===== config.mk =====
export PLATFORM = sky130hd
export DESIGN_NAME = ddr3_port_arbiter_flat
export DESIGN_NICKNAME = d
export VERILOG_FILES = /design/src/rtl/ddr3_port_arbiter_if.sv /design/src/rtl/ddr3_port_arbiter.sv /design/src/flat_wrapper.sv
export SDC_FILE = /design/constraint.sdc
export NUM_CORES = 1
export LEC_CHECK = 0
export CAP_MARGIN = 10
export CORE_AREA = 4 4 377 379
export DETAILED_ROUTE_END_ITERATION = 8
export DIE_AREA = 0 0 381 383
export PLACE_DENSITY = 0.38
export SETUP_SLACK_MARGIN = 0.15
export SLEW_MARGIN = 20
export SYNTH_ARGS = -nofsm -noshare
export SYNTH_HDL_FRONTEND = slang
export SYNTH_SLANG_ARGS = --single-unit

===== constraint.sdc =====
create_clock -name clk -period 10.65 [get_ports clk]
set_input_delay 2.13 -clock clk [delete_from_list [all_inputs] [get_ports clk]]
set_output_delay 2.13 -clock clk [all_outputs]
set_load 0.02 [all_outputs]

===== src/rtl/ddr3_port_arbiter_if.sv =====
// Bundle between the SoC requesters, the DDR3 port arbiter and the DDR3 controller app interface.
// The master modport is the arbiter's view; slave is the requesters plus controller side.
interface ddr3_port_arbiter_if #(
    parameter int NPORT = 3,
    parameter int AW    = 29,
    parameter int DW    = 128
);
    // Requester side
    logic [NPORT-1:0]        req;
    logic [NPORT-1:0]        we;
    logic [NPORT*AW-1:0]     adr;
    logic [NPORT*DW-1:0]     dati;
    logic [NPORT*DW/8-1:0]   sel;
    logic [NPORT-1:0]        ack;
    logic [DW-1:0]           dato;
    logic                    busy;

    // Controller app side
    logic                    app_en;
    logic [2:0]              app_cmd;
    logic [AW-1:0]           app_addr;
    logic                    app_rdy;
    logic                    app_wdf_wren;
    logic                    app_wdf_end;
    logic [DW-1:0]           app_wdf_data;
    logic [DW/8-1:0]         app_wdf_mask;
    logic                    app_wdf_rdy;
    logic [DW-1:0]           app_rd_data;
    logic                    app_rd_data_valid;

    modport master (
        input  req, we, adr, dati, sel,
        input  app_rdy, app_wdf_rdy, app_rd_data, app_rd_data_valid,
        output ack, dato, busy,
        output app_en, app_cmd, app_addr,
        output app_wdf_wren, app_wdf_end, app_wdf_data, app_wdf_mask
    );

    modport slave (
        output req, we, adr, dati, sel,
        output app_rdy, app_wdf_rdy, app_rd_data, app_rd_data_valid,
        input  ack, dato, busy,
        input  app_en, app_cmd, app_addr,
        input  app_wdf_wren, app_wdf_end, app_wdf_data, app_wdf_mask
    );
endinterface


===== src/rtl/ddr3_port_arbiter.sv =====
// Round-robin arbiter sharing one DDR3 controller app interface among NPORT requesters.
// Optional macro DDR3_ARB_PRIO0_EN gives port 0 strict priority over the rotation.
module ddr3_port_arbiter #(
    parameter int NPORT = 3,
    parameter int AW    = 29,
    parameter int DW    = 128
) (
    input  logic                 clk,
    input  logic                 rst,
    ddr3_port_arbiter_if.master  bus,
    output logic [2:0]           dbg_state
);

    localparam int IW = (NPORT > 1) ? $clog2(NPORT) : 1;
    localparam int MW = DW / 8;

    // Handshakes: a controller transfer happens in a cycle where our valid (app_en or
    // app_wdf_wren) and the controller's ready (app_rdy or app_wdf_rdy) are both high;
    // valid and its payload stay stable until then. req is held until ack, ack is one cycle.
    typedef enum logic [2:0] {
        S_IDLE   = 3'd0,
        S_WDATA  = 3'd1,
        S_CMD    = 3'd2,
        S_RDWAIT = 3'd3,
        S_ACK    = 3'd4
    } state_t;

    state_t             state;
    logic [IW-1:0]      ptr;
    logic [IW-1:0]      gnt_q;
    logic               we_q;
    logic [AW-1:0]      adr_q;
    logic [DW-1:0]      dat_q;
    logic [MW-1:0]      mask_q;
    logic [NPORT-1:0]   ack_q;
    logic [DW-1:0]      dato_q;
    logic               en_q;
    logic [2:0]         cmd_q;
    logic               wren_q;

    logic [IW-1:0]      pick;
    logic               pick_vld;
    logic [IW:0]        sum;
    logic [IW-1:0]      idx;
    logic [NPORT-1:0]   gnt_onehot;

    // Scan downward so the requester closest above the pointer is the last one to win.
    always_comb begin
        pick     = '0;
        pick_vld = 1'b0;
        sum      = '0;
        idx      = '0;
        for (int i = NPORT - 1; i >= 0; i--) begin
            sum = {1'b0, ptr} + (IW + 1)'(i);
            if (sum >= (IW + 1)'(NPORT)) sum = sum - (IW + 1)'(NPORT);
            idx = sum[IW-1:0];
            if (bus.req[idx]) begin
                pick     = idx;
                pick_vld = 1'b1;
            end
        end
`ifdef DDR3_ARB_PRIO0_EN
        if (bus.req[0]) begin
            pick     = '0;
            pick_vld = 1'b1;
        end
`endif
    end

    assign gnt_onehot = NPORT'(1) << gnt_q;

    always_ff @(posedge clk or posedge rst) begin
        if (rst) begin
            state  <= S_IDLE;
            ptr    <= '0;
            gnt_q  <= '0;
            we_q   <= 1'b0;
            adr_q  <= '0;
            dat_q  <= '0;
            mask_q <= '0;
            ack_q  <= '0;
            dato_q <= '0;
            en_q   <= 1'b0;
            cmd_q  <= 3'b000;
            wren_q <= 1'b0;
        end else begin
            case (state)
                S_IDLE: begin
                    if (pick_vld) begin
                        gnt_q  <= pick;
                        we_q   <= bus.we[pick];
                        adr_q  <= bus.adr[int'(pick)*AW +: AW];
                        dat_q  <= bus.dati[int'(pick)*DW +: DW];
                        mask_q <= ~bus.sel[int'(pick)*MW +: MW];
                        if (bus.we[pick]) begin
                            cmd_q  <= 3'b000;
                            wren_q <= 1'b1;
                            state  <= S_WDATA;
                        end else begin
                            cmd_q  <= 3'b001;
                            en_q   <= 1'b1;
                            state  <= S_CMD;
                        end
                    end
                end
                S_WDATA: begin
                    // Write data goes first so the command never waits on a missing beat.
                    if (bus.app_wdf_rdy) begin
                        wren_q <= 1'b0;
                        en_q   <= 1'b1;
                        state  <= S_CMD;
                    end
                end
                S_CMD: begin
                    if (bus.app_rdy) begin
                        en_q <= 1'b0;
                        if (we_q) begin
                            ack_q <= gnt_onehot;
                            state <= S_ACK;
                        end else begin
                            state <= S_RDWAIT;
                        end
                    end
                end
                S_RDWAIT: begin
                    if (bus.app_rd_data_valid) begin
                        dato_q <= bus.app_rd_data;
                        ack_q  <= gnt_onehot;
                        state  <= S_ACK;
                    end
                end
                S_ACK: begin
                    ack_q <= '0;
                    state <= S_IDLE;
`ifdef DDR3_ARB_PRIO0_EN
                    if (gnt_q != '0)
                        ptr <= (gnt_q == IW'(NPORT - 1)) ? '0 : gnt_q + 1'b1;
`else
                    ptr <= (gnt_q == IW'(NPORT - 1)) ? '0 : gnt_q + 1'b1;
`endif
                end
                default: state <= S_IDLE;
            endcase
        end
    end

    assign bus.ack          = ack_q;
    assign bus.dato         = dato_q;
    assign bus.busy         = (state != S_IDLE);
    assign bus.app_en       = en_q;
    assign bus.app_cmd      = cmd_q;
    assign bus.app_addr     = adr_q;
    assign bus.app_wdf_wren = wren_q;
    assign bus.app_wdf_end  = wren_q;
    assign bus.app_wdf_data = dat_q;
    assign bus.app_wdf_mask = mask_q;
    assign dbg_state        = state;

endmodule


===== src/flat_wrapper.sv =====
// flat-port wrapper written by rule: the top's interface ports become plain ports
module ddr3_port_arbiter_flat 
#(
    parameter int NPORT = 3,
    parameter int AW    = 29,
    parameter int DW    = 128
)
  (clk, rst, dbg_state, bus_req, bus_we, bus_adr, bus_dati, bus_sel, bus_app_rdy, bus_app_wdf_rdy, bus_app_rd_data, bus_app_rd_data_valid, bus_ack, bus_dato, bus_busy, bus_app_en, bus_app_cmd, bus_app_addr, bus_app_wdf_wren, bus_app_wdf_end, bus_app_wdf_data, bus_app_wdf_mask);
  ddr3_port_arbiter_if #(.NPORT(NPORT), .AW(AW), .DW(DW)) bus_i ();
  input  logic clk;
  input  logic rst;
  output logic [2:0] dbg_state;
  input wire logic [$bits(bus_i.req)-1:0] bus_req;
  input wire logic [$bits(bus_i.we)-1:0] bus_we;
  input wire logic [$bits(bus_i.adr)-1:0] bus_adr;
  input wire logic [$bits(bus_i.dati)-1:0] bus_dati;
  input wire logic [$bits(bus_i.sel)-1:0] bus_sel;
  input wire logic [$bits(bus_i.app_rdy)-1:0] bus_app_rdy;
  input wire logic [$bits(bus_i.app_wdf_rdy)-1:0] bus_app_wdf_rdy;
  input wire logic [$bits(bus_i.app_rd_data)-1:0] bus_app_rd_data;
  input wire logic [$bits(bus_i.app_rd_data_valid)-1:0] bus_app_rd_data_valid;
  output wire logic [$bits(bus_i.ack)-1:0] bus_ack;
  output wire logic [$bits(bus_i.dato)-1:0] bus_dato;
  output wire logic [$bits(bus_i.busy)-1:0] bus_busy;
  output wire logic [$bits(bus_i.app_en)-1:0] bus_app_en;
  output wire logic [$bits(bus_i.app_cmd)-1:0] bus_app_cmd;
  output wire logic [$bits(bus_i.app_addr)-1:0] bus_app_addr;
  output wire logic [$bits(bus_i.app_wdf_wren)-1:0] bus_app_wdf_wren;
  output wire logic [$bits(bus_i.app_wdf_end)-1:0] bus_app_wdf_end;
  output wire logic [$bits(bus_i.app_wdf_data)-1:0] bus_app_wdf_data;
  output wire logic [$bits(bus_i.app_wdf_mask)-1:0] bus_app_wdf_mask;
  assign bus_i.req = bus_req;
  assign bus_i.we = bus_we;
  assign bus_i.adr = bus_adr;
  assign bus_i.dati = bus_dati;
  assign bus_i.sel = bus_sel;
  assign bus_i.app_rdy = bus_app_rdy;
  assign bus_i.app_wdf_rdy = bus_app_wdf_rdy;
  assign bus_i.app_rd_data = bus_app_rd_data;
  assign bus_i.app_rd_data_valid = bus_app_rd_data_valid;
  assign bus_ack = bus_i.ack;
  assign bus_dato = bus_i.dato;
  assign bus_busy = bus_i.busy;
  assign bus_app_en = bus_i.app_en;
  assign bus_app_cmd = bus_i.app_cmd;
  assign bus_app_addr = bus_i.app_addr;
  assign bus_app_wdf_wren = bus_i.app_wdf_wren;
  assign bus_app_wdf_end = bus_i.app_wdf_end;
  assign bus_app_wdf_data = bus_i.app_wdf_data;
  assign bus_app_wdf_mask = bus_i.app_wdf_mask;
  ddr3_port_arbiter #(.NPORT(NPORT), .AW(AW), .DW(DW)) u_core (.clk(clk), .rst(rst), .bus(bus_i), .dbg_state(dbg_state));
endmodule

==> metrics.md, run 1 <==
| Metric | Value |
|---|---|
| Status | finished, final reports clean |
| HP Class | reg -> reg |
| Max Clock Freq | 0.193 GHz |
| Fin util | 20.5% |
| Share of cells above drive strength 1 | 9.33% |
| Final setup viols | 0 |
| Wire per inst | 21.8 um |
| Area grow syn2layout | 86.8% |
| Hpwl dp | 73400 um |
| CTS tree | done |
| DR DRC count | 0 |
| Post-CTS Setup Bufs | 0 |
| # H-tree levels | 2 |
| Slew Limit Fails | 0 |
| Nets | 3105 |
| IR drop worst, VDD | 0.243 mV |
| Mean post-synth cell area | 9.99 um2 |
| Synthesized flop and latch total | 315 |
| Least-Margin Pin Slew | 0.980 ns |
| Hold-fix buffers, CTS | 0 |
| Crit path required time | 11.11 ns |
| Die H | 383 um |
| Detailed Route WL | 93400 um |
| Crit path DAT | 5.62 ns |
| Via density | 3.42 |
| CP Capture Type | flip-flop |
| Total number of yosys warnings | 0 |
| Vias in the first global route | 15700 |
| Final setup TNS | 0 ns |
| Post-synthesis cell area | 15200 um2 |
| PwrDens | 314 nW/um2 |
| Final ANT Viol Nets | 0 |
| Critical path class | in -> reg |
| Relative slew slack | 34.6% |
| First-pass GRT wire length | 127000 um |
| RSZ-0062 raised after global routing | false |
| CP Launch Type | primary input |
| Sink Count | 315 |
| Final hold violations | 0 |
| Iteration-0 DRC Markers | 570 |
| Port Buf Inserts | 969 |
| Clk root buf | clkbuf_16 |
| Commonest non-fill, non-tap cell in the layout | clkdlybuf4s50_1 |
| Total grt overflow | 0 |
| Pleak | 0.0118 uW |
| CTS-repair resized insts | 0 |
| Row cnt | 137 |
| Chip width | 381 um |
| Core Box Area | 139000 um2 |
| Total CTS buffers | 48 |
| Largest net degree at the start of global routing | 147 |
| Worst Skew | 0.0152 ns |
| Antenna violations before repair | 14 |
| Pre-antenna DRT Iters | 7 |
| Io pins | 972 |
| Non-filler cells, final | 4292 |
| Aggregate global-route resource usage | 12.2% |
| Sequential fraction of the synthesis area | 51.7% |
| Netlist cell types | 41 |
| Clock-pin slew of the registers on the worst-case setup and hold paths | 0.06 ns |
| Maxcap violations | 0 |
| Initial Utilization | 11.0% |
| Placed Cells | 4201 |
| Full die area | 146000 um2 |
| GPL Wtd Cong | 0.815 |
| Max Root-Sink Buffers | 3 |
| Crit path max fanout | 84 |
| Clock latency on the worst-skew pair | 0.61 ns |
| Commonest cells after routing, fill and taps aside | 969 x clkdlybuf4s50_1, 315 x dfrtp_1, 203 x nand2_1 |
| Cell count after synthesis | 1526 |
| Routed via count | 14700 |
| Crit path time final | 5.17 ns |
| Final Cycle Share | 48.5% |
## where the power goes
group / internal [uW] / switching (uW)
clock: 946 / 648
combinational: 2180 / 3010
sequential: 1800 / 361
total: 4920 / 4020
## registers in the layout, summed over array words and instances (netlist names)
| name | flops |
|---|---|
| u_core.bus.ack | 3 |
| u_core.bus.app_addr | 29 |
| u_core.bus.app_cmd | 1 |
| u_core.bus.app_en | 1 |
| u_core.bus.app_wdf_data | 128 |
| u_core.bus.app_wdf_end | 1 |
| u_core.bus.app_wdf_mask | 16 |
| u_core.bus.dato | 128 |
| u_core.dbg_state | 3 |
| u_core.gnt_q | 2 |
| u_core.ptr | 2 |
| u_core.we_q | 1 |
## layer usage
layer / global-route usage, % / vias to the layer above / share of wire (%)
li1: - / 7105 / -
met2: 21.8 / 537 / 51
met5: 0 / - / 0.051
met3: 4.45 / 92 / 8.1
met4: 3.00 / 8 / 2.2
met1: 13.8 / 6954 / 39
## final timing paths
| check | from | to | slack (ns) | cells after the start |
|---|---|---|---|---|
| max | bus_req[1] | u_core.bus.app_wdf_data[1]$_DFFE_PP0P_ | 5.48 | 10 |
| min | u_core.bus.app_wdf_data[97]$_DFFE_PP0P_ | u_core.bus.app_wdf_data[97]$_DFFE_PP0P_ | 0.47 | 2 |
| max reg2reg | u_core.ptr[0]$_DFFE_PP0P_ | u_core.bus.app_wdf_data[1]$_DFFE_PP0P_ | 6.46 | 11 |
| min reg2reg | u_core.bus.app_wdf_data[97]$_DFFE_PP0P_ | u_core.bus.app_wdf_data[97]$_DFFE_PP0P_ | 0.47 | 2 |
| max in group asynchronous | rst | u_core.bus.app_wdf_data[12]$_DFFE_PP0P_ | 6.60 | 4 |
| min in group asynchronous | rst | u_core.bus.dato[113]$_DFFE_PP0P_ | 2.04 | 2 |
## cells by family (layout without fill, tap and decap cells)
kind of cell	Yosys count	in the layout	share of synthesized area [%]
flip-flops	315	315	51.7
multiplexers	305	305	21.1
AO/OA/AOI/OAI	384	384	13.1
AND/OR/NAND/NOR	390	390	9.91
other	1	10	0.0246
adder cells (fa/ha/maj)	3	3	0.246
buffers and inverters	128	1078	3.87
## critical path: stages
cell and delay, ns:
clkdlybuf4s50_1 0.53, nor2b_1 0.19, o21ai_0 0.26, a31o_4 0.70, buf_12 0.52, buf_4 0.48
mux2i_1 0.27, nor2_1 0.06, a21oi_1 0.13, o21ai_0 0.09
## stage by stage
step	cell area, um2	hold slack, ns	total power, uW	worst slack (ns)
2_1_floorplan	15300	0.478	4960	4.32
3_3_place_gp	26900	0.461	7530	4.88
3_5_place_dp	26900	0.466	7540	4.82
4_1_cts	28500	0.481	9220	5.52
5_1_grt	28500	0.499	9620	5.26
6_report	28500	0.473	8940	5.48
## cell usage after synthesis
master / count / share of area, %
a2111oi_4: 1 / 0.18
a211o_1: 2 / 0.11
a211oi_1: 1 / 0.049
a21boi_0: 1 / 0.049
a21oi_1: 162 / 5.3
a221o_1: 1 / 0.066
a22oi_1: 1 / 0.049
a31o_1: 1 / 0.057
a32o_1: 1 / 0.066
and2_1: 3 / 0.12
and3_4: 1 / 0.074
buf_1: 6 / 0.15
buf_2: 28 / 0.92
buf_4: 18 / 0.89
buf_6: 1 / 0.074
clkbuf_1: 67 / 1.6
conb_1: 1 / 0.025
dfrtp_1: 315 / 52
ha_1: 3 / 0.25
inv_1: 8 / 0.20
mux2_2: 129 / 9.5
mux2i_1: 176 / 12
nand2_1: 203 / 5.0
nand2b_1: 3 / 0.12
nand3_1: 4 / 0.13
nand3b_1: 1 / 0.049
nor2_1: 168 / 4.1
nor2b_1: 3 / 0.12
nor3_1: 1 / 0.033
o211a_1: 2 / 0.13
o21a_1: 2 / 0.098
o21ai_0: 199 / 6.5
o21ai_1: 3 / 0.098
o21bai_1: 1 / 0.049
o22a_1: 1 / 0.057
o22ai_1: 3 / 0.12
o31ai_1: 1 / 0.049
o41ai_1: 1 / 0.057
or2_0: 1 / 0.041
or2_2: 1 / 0.041
or3_1: 1 / 0.041
## final cells by class
class	count	area, um2
diodes	8	20.0
clock buffers	66	1370
clock inverters	17	169
fillers	15300	110000
inverters	8	33.8
multi-input cells	1084	6830
flip-flops and latches	315	7880
well taps	1807	2260
repair buffers	987	9910
No activity file was read; power rests on OpenSTA's default activity.
==> run 2, diff against run 1 <==
--- a/config.mk
+++ b/config.mk
@@ -6,9 +6,9 @@
 export NUM_CORES = 1
 export LEC_CHECK = 0
 export CAP_MARGIN = 10
-export CORE_AREA = 4 4 377 379
+export CORE_AREA = 4 4 372 374
 export DETAILED_ROUTE_END_ITERATION = 8
-export DIE_AREA = 0 0 381 383
+export DIE_AREA = 0 0 376 378
 export PLACE_DENSITY = 0.38
 export SETUP_SLACK_MARGIN = 0.15
 export SLEW_MARGIN = 20
==> constraint.sdc (replaced) <==
create_clock -name clk -period 4.9 [get_ports clk]
set_input_delay 0.98 -clock clk [delete_from_list [all_inputs] [get_ports clk]]
set_output_delay 0.98 -clock clk [all_outputs]
set_load 0.02 [all_outputs]
==> run 2 against run 1 <==
Net effect: register-to-register slack worse by 5.0 ns; setup slack worse by 4.1 ns; global-route usage is 0.93 points higher; core utilization is 0.87 points higher; total power is 120% higher; critical endpoint is now bus_busy.
==> metrics.md, run 2 (same netlist as run 1, synthesis figures left out) <==
| Metric | Value |
|---|---|
| Crit path largest cell delay | 0.68 ns (was 0.70 ns) |
| Crit-path cells | nor3_2, buf_4, inv_1, clkdlybuf4s50_1 (was clkdlybuf4s50_1, nor2b_1, o21ai_0, a31o_4, buf_12, buf_4, mux2i_1, nor2_1, a21oi_1, o21ai_0) |
| Critical path class | reg -> out (was in -> reg) |
| Status | finished, final reports clean (unchanged) |
| Total CTS buffers | 46 (was 48) |
| Final Cycle Share | 71.8% |
| Pre-antenna DRT Iters | 5 (was 7) |
| Routed via count | 15100 (was 14700) |
| Switching Share | 44.2% (was 44.9%) |
| Vias in the first global route | 16000 (was 15700) |
| Worst path depth | 4 (was 10) |
| Slowest CP cell | clkdlybuf4s50_1 (was a31o_4) |
| Relative slew slack | 37.2% (was 34.6%) |
| Critical Path Sink | bus_busy (was u_core.bus.app_wdf_data[1]$_DFFE_PP0P_) |
| Commonest non-fill, non-tap cell in the layout | clkdlybuf4s50_1 (unchanged) |
| Crit Reg-Reg Endpoint | u_core.bus.app_wdf_mask[1]$_DFFE_PP0P_ (was u_core.bus.app_wdf_data[1]$_DFFE_PP0P_) |
| Least-Margin Pin Slew | 0.940 ns (was 0.980 ns) |
| Psw | 8800 uW (was 4020 uW) |
| PwrDens | 690 nW/um2 (was 314 nW/um2) |
| Crit path required time | 3.92 ns (was 11.11 ns) |
| Clock latency on the worst-skew pair | 0.60 ns (was 0.61 ns) |
| CTS-repair resized insts | 0 (unchanged) |
| Fin util | 21.4% (was 20.5%) |
| Crit path time final | 3.52 ns |
| Max Clock Freq | 0.284 GHz |
| Area grow syn2layout | 89.2% (was 86.8%) |
| Clk root buf | clkbuf_16 (unchanged) |
| CP bufs+invs | 3 (unchanged) |
| Largest net degree at the start of global routing | 97 (was 147) |
| Aggregate global-route resource usage | 13.1% (was 12.2%) |
| Final hold violations | 0 (unchanged) |
| CP delay by family, top | buffers and inverters (unchanged) |
| RSZ-0062 raised after global routing | false (unchanged) |
| GPL Wtd Cong | 0.786 (was 0.815) |
| Commonest cells after routing, fill and taps aside | 969 x clkdlybuf4s50_1, 315 x dfrtp_1, 203 x nand2_1 (unchanged) |
| Clock-pin slew of the registers on the worst-case setup and hold paths | 0.06 ns (about the same) |
| Wire per inst | 22.9 um (was 21.8 um) |
| # H-tree levels | 2 (unchanged) |
| Initial Utilization | 11.3% (was 11.0%) |
| Share of cells above drive strength 1 | 10.4% (was 9.33%) |
| Hpwl dp | 80400 um (was 73400 um) |
| Core Box Area | 135000 um2 (was 139000 um2) |
| Hold-fix buffers, CTS | 0 (unchanged) |
| Via density | 3.50 (was 3.42) |
| DR DRC count | 0 (unchanged) |
| Antenna violations before repair | 30 (was 14) |
| FF-to-FF setup slack | 1.42 ns (was 6.46 ns) |
| Nets | 3138 (was 3105) |
| Sink Count | 315 (unchanged) |
| Slew Limit Fails | 0 (unchanged) |
| Row cnt | 135 (was 137) |
| Post-CTS Setup Bufs | 0 (unchanged) |
| Pleak | 0.0120 uW (was 0.0118 uW) |
| Final ANT Viol Nets | 0 (unchanged) |
| HP Class | reg -> reg (unchanged) |
| CTS tree | done (unchanged) |
| Clk pwr share | 17.5% (was 17.8%) |
| Max Root-Sink Buffers | 3 (unchanged) |
| R2r worst-path depth | 10 (was 11) |
| Part of the power in registers | 23.6% (was 24.2%) |
| Chip width | 376 um (was 381 um) |
| Worst Skew | 0.0242 ns (was 0.0152 ns) |
| Io pins | 972 (unchanged) |
| Detailed Route WL | 98400 um (was 93400 um) |
| Reg-to-Reg Start | u_core.ptr[0]$_DFFE_PP0P_ (unchanged) |
| Die H | 378 um (was 383 um) |
| P_int | 11100 uW (was 4920 uW) |
| Maxcap violations | 0 (unchanged) |
| CP Launch Type | flip-flop (was primary input) |
| Port Buf Inserts | 969 (unchanged) |
| Non-filler cells, final | 4301 (was 4292) |
| IR drop worst, VDD | 0.257 mV (was 0.243 mV) |
| Total grt overflow | 0 (unchanged) |
| Combinational Power Share | 58.9% (was 58.0%) |
| Crit path DAT | 2.54 ns (was 5.62 ns) |
| Placed Cells | 4210 (was 4201) |
| CP Capture Type | output port (was flip-flop) |
| Full die area | 142000 um2 (was 146000 um2) |
| Final setup viols | 0 (unchanged) |
| Iteration-0 DRC Markers | 516 (was 570) |
| First-pass GRT wire length | 131000 um (was 127000 um) |
| Crit. Startpoint | u_core.dbg_state[0]$_DFFE_PP0P_ (was bus_req[1]) |
| Crit path max fanout | 14 (was 84) |
-- run 2: cell types whose count changed in the layout (fill, tap and decap cells not counted), moves of 3 or more --
cell       before  now
bufinv_16       2    5
buf_4          12   36
clkinv_2       12    7
buf_12          6   17
-- run 2: layout make-up --
type / instances / area (um2)
Fill cell: 14800 / 106000
Timing Repair Buffer: 1022 / 10300
Sequential cell: 315 / 7880
Multi-Input combinational cell: 1084 / 6830
Tap cell: 1781 / 2230
Clock buffer: 64 / 1300
Clock inverter: 17 / 241
Inverter: 8 / 33.8
Antenna cell: 10 / 25.0
-- run 2: how the worst min path moves through the flow --
stage | slack (ns) | from | depth (start not counted) | end
floorplan | 0.48 | u_core.gnt_q[0]$_DFFE_PP0P_ | 1 | u_core.bus.ack[0]$_DFFE_PP0P_
CTS | 0.48 | u_core.bus.app_wdf_data[87]$_DFFE_PP0P_ | 2 | u_core.bus.app_wdf_data[87]$_DFFE_PP0P_
detailed placement | 0.47 | u_core.bus.app_wdf_data[87]$_DFFE_PP0P_ | 2 | u_core.bus.app_wdf_data[87]$_DFFE_PP0P_
finish | 0.47 | u_core.bus.app_wdf_data[38]$_DFFE_PP0P_ | 2 | u_core.bus.app_wdf_data[38]$_DFFE_PP0P_
global placement | 0.46 | u_core.bus.app_wdf_data[39]$_DFFE_PP0P_ | 2 | u_core.bus.app_wdf_data[39]$_DFFE_PP0P_
global route | 0.49 | u_core.bus.app_wdf_data[10]$_DFFE_PP0P_ | 2 | u_core.bus.app_wdf_data[10]$_DFFE_PP0P_
-- run 2: power by group through the flow --
| stage | combinational [uW] | sequential [uW] | clock (uW) |
|---|---|---|---|
| finish | 11700 | 4700 | 3480 |
| global route | 12800 | 4880 | 3730 |
| CTS | 12100 | 4730 | 3650 |
| detailed placement | 12100 | 4740 | 0 |
| global placement | 12000 | 4740 | 0 |
| floorplan | 4720 | 6060 | 0 |
-- run 2: routing by layer --
| layer | share of wire [%] | global-route usage [%] |
|---|---|---|
| met5 | 0.13 | 0 |
| met4 | 2.3 | 3.37 |
| met3 | 7.8 | 4.48 |
| met2 | 50 | 23.1 |
| met1 | 40 | 15.3 |
-- run 2: through the flow --
step	cell area (um2)	setup slack [ns]	total power (uW)	TNS, ns	hold slack [ns]
2_1_floorplan	15300	-0.277	10800	-87.21	0.478
3_3_place_gp	27300	0.727	16800	0	0.462
3_5_place_dp	27300	0.787	16800	0	0.469
4_1_cts	28800	1.22	20400	0	0.481
5_1_grt	28800	1.09	21400	0	0.491
6_report	28800	1.38	19900	0	0.474
-- run 2: worst register-to-register path: stages, from the launching register on --
cell	delay, ns
dfrtp_1	0.42
inv_1	0.17
ha_1	0.37
mux2i_1	0.16
nor2_1	0.40
o211a_1	0.35
o21a_4	0.58
buf_12	0.29
buf_4	0.24
o21ai_0	0.21
o21ai_0	0.20
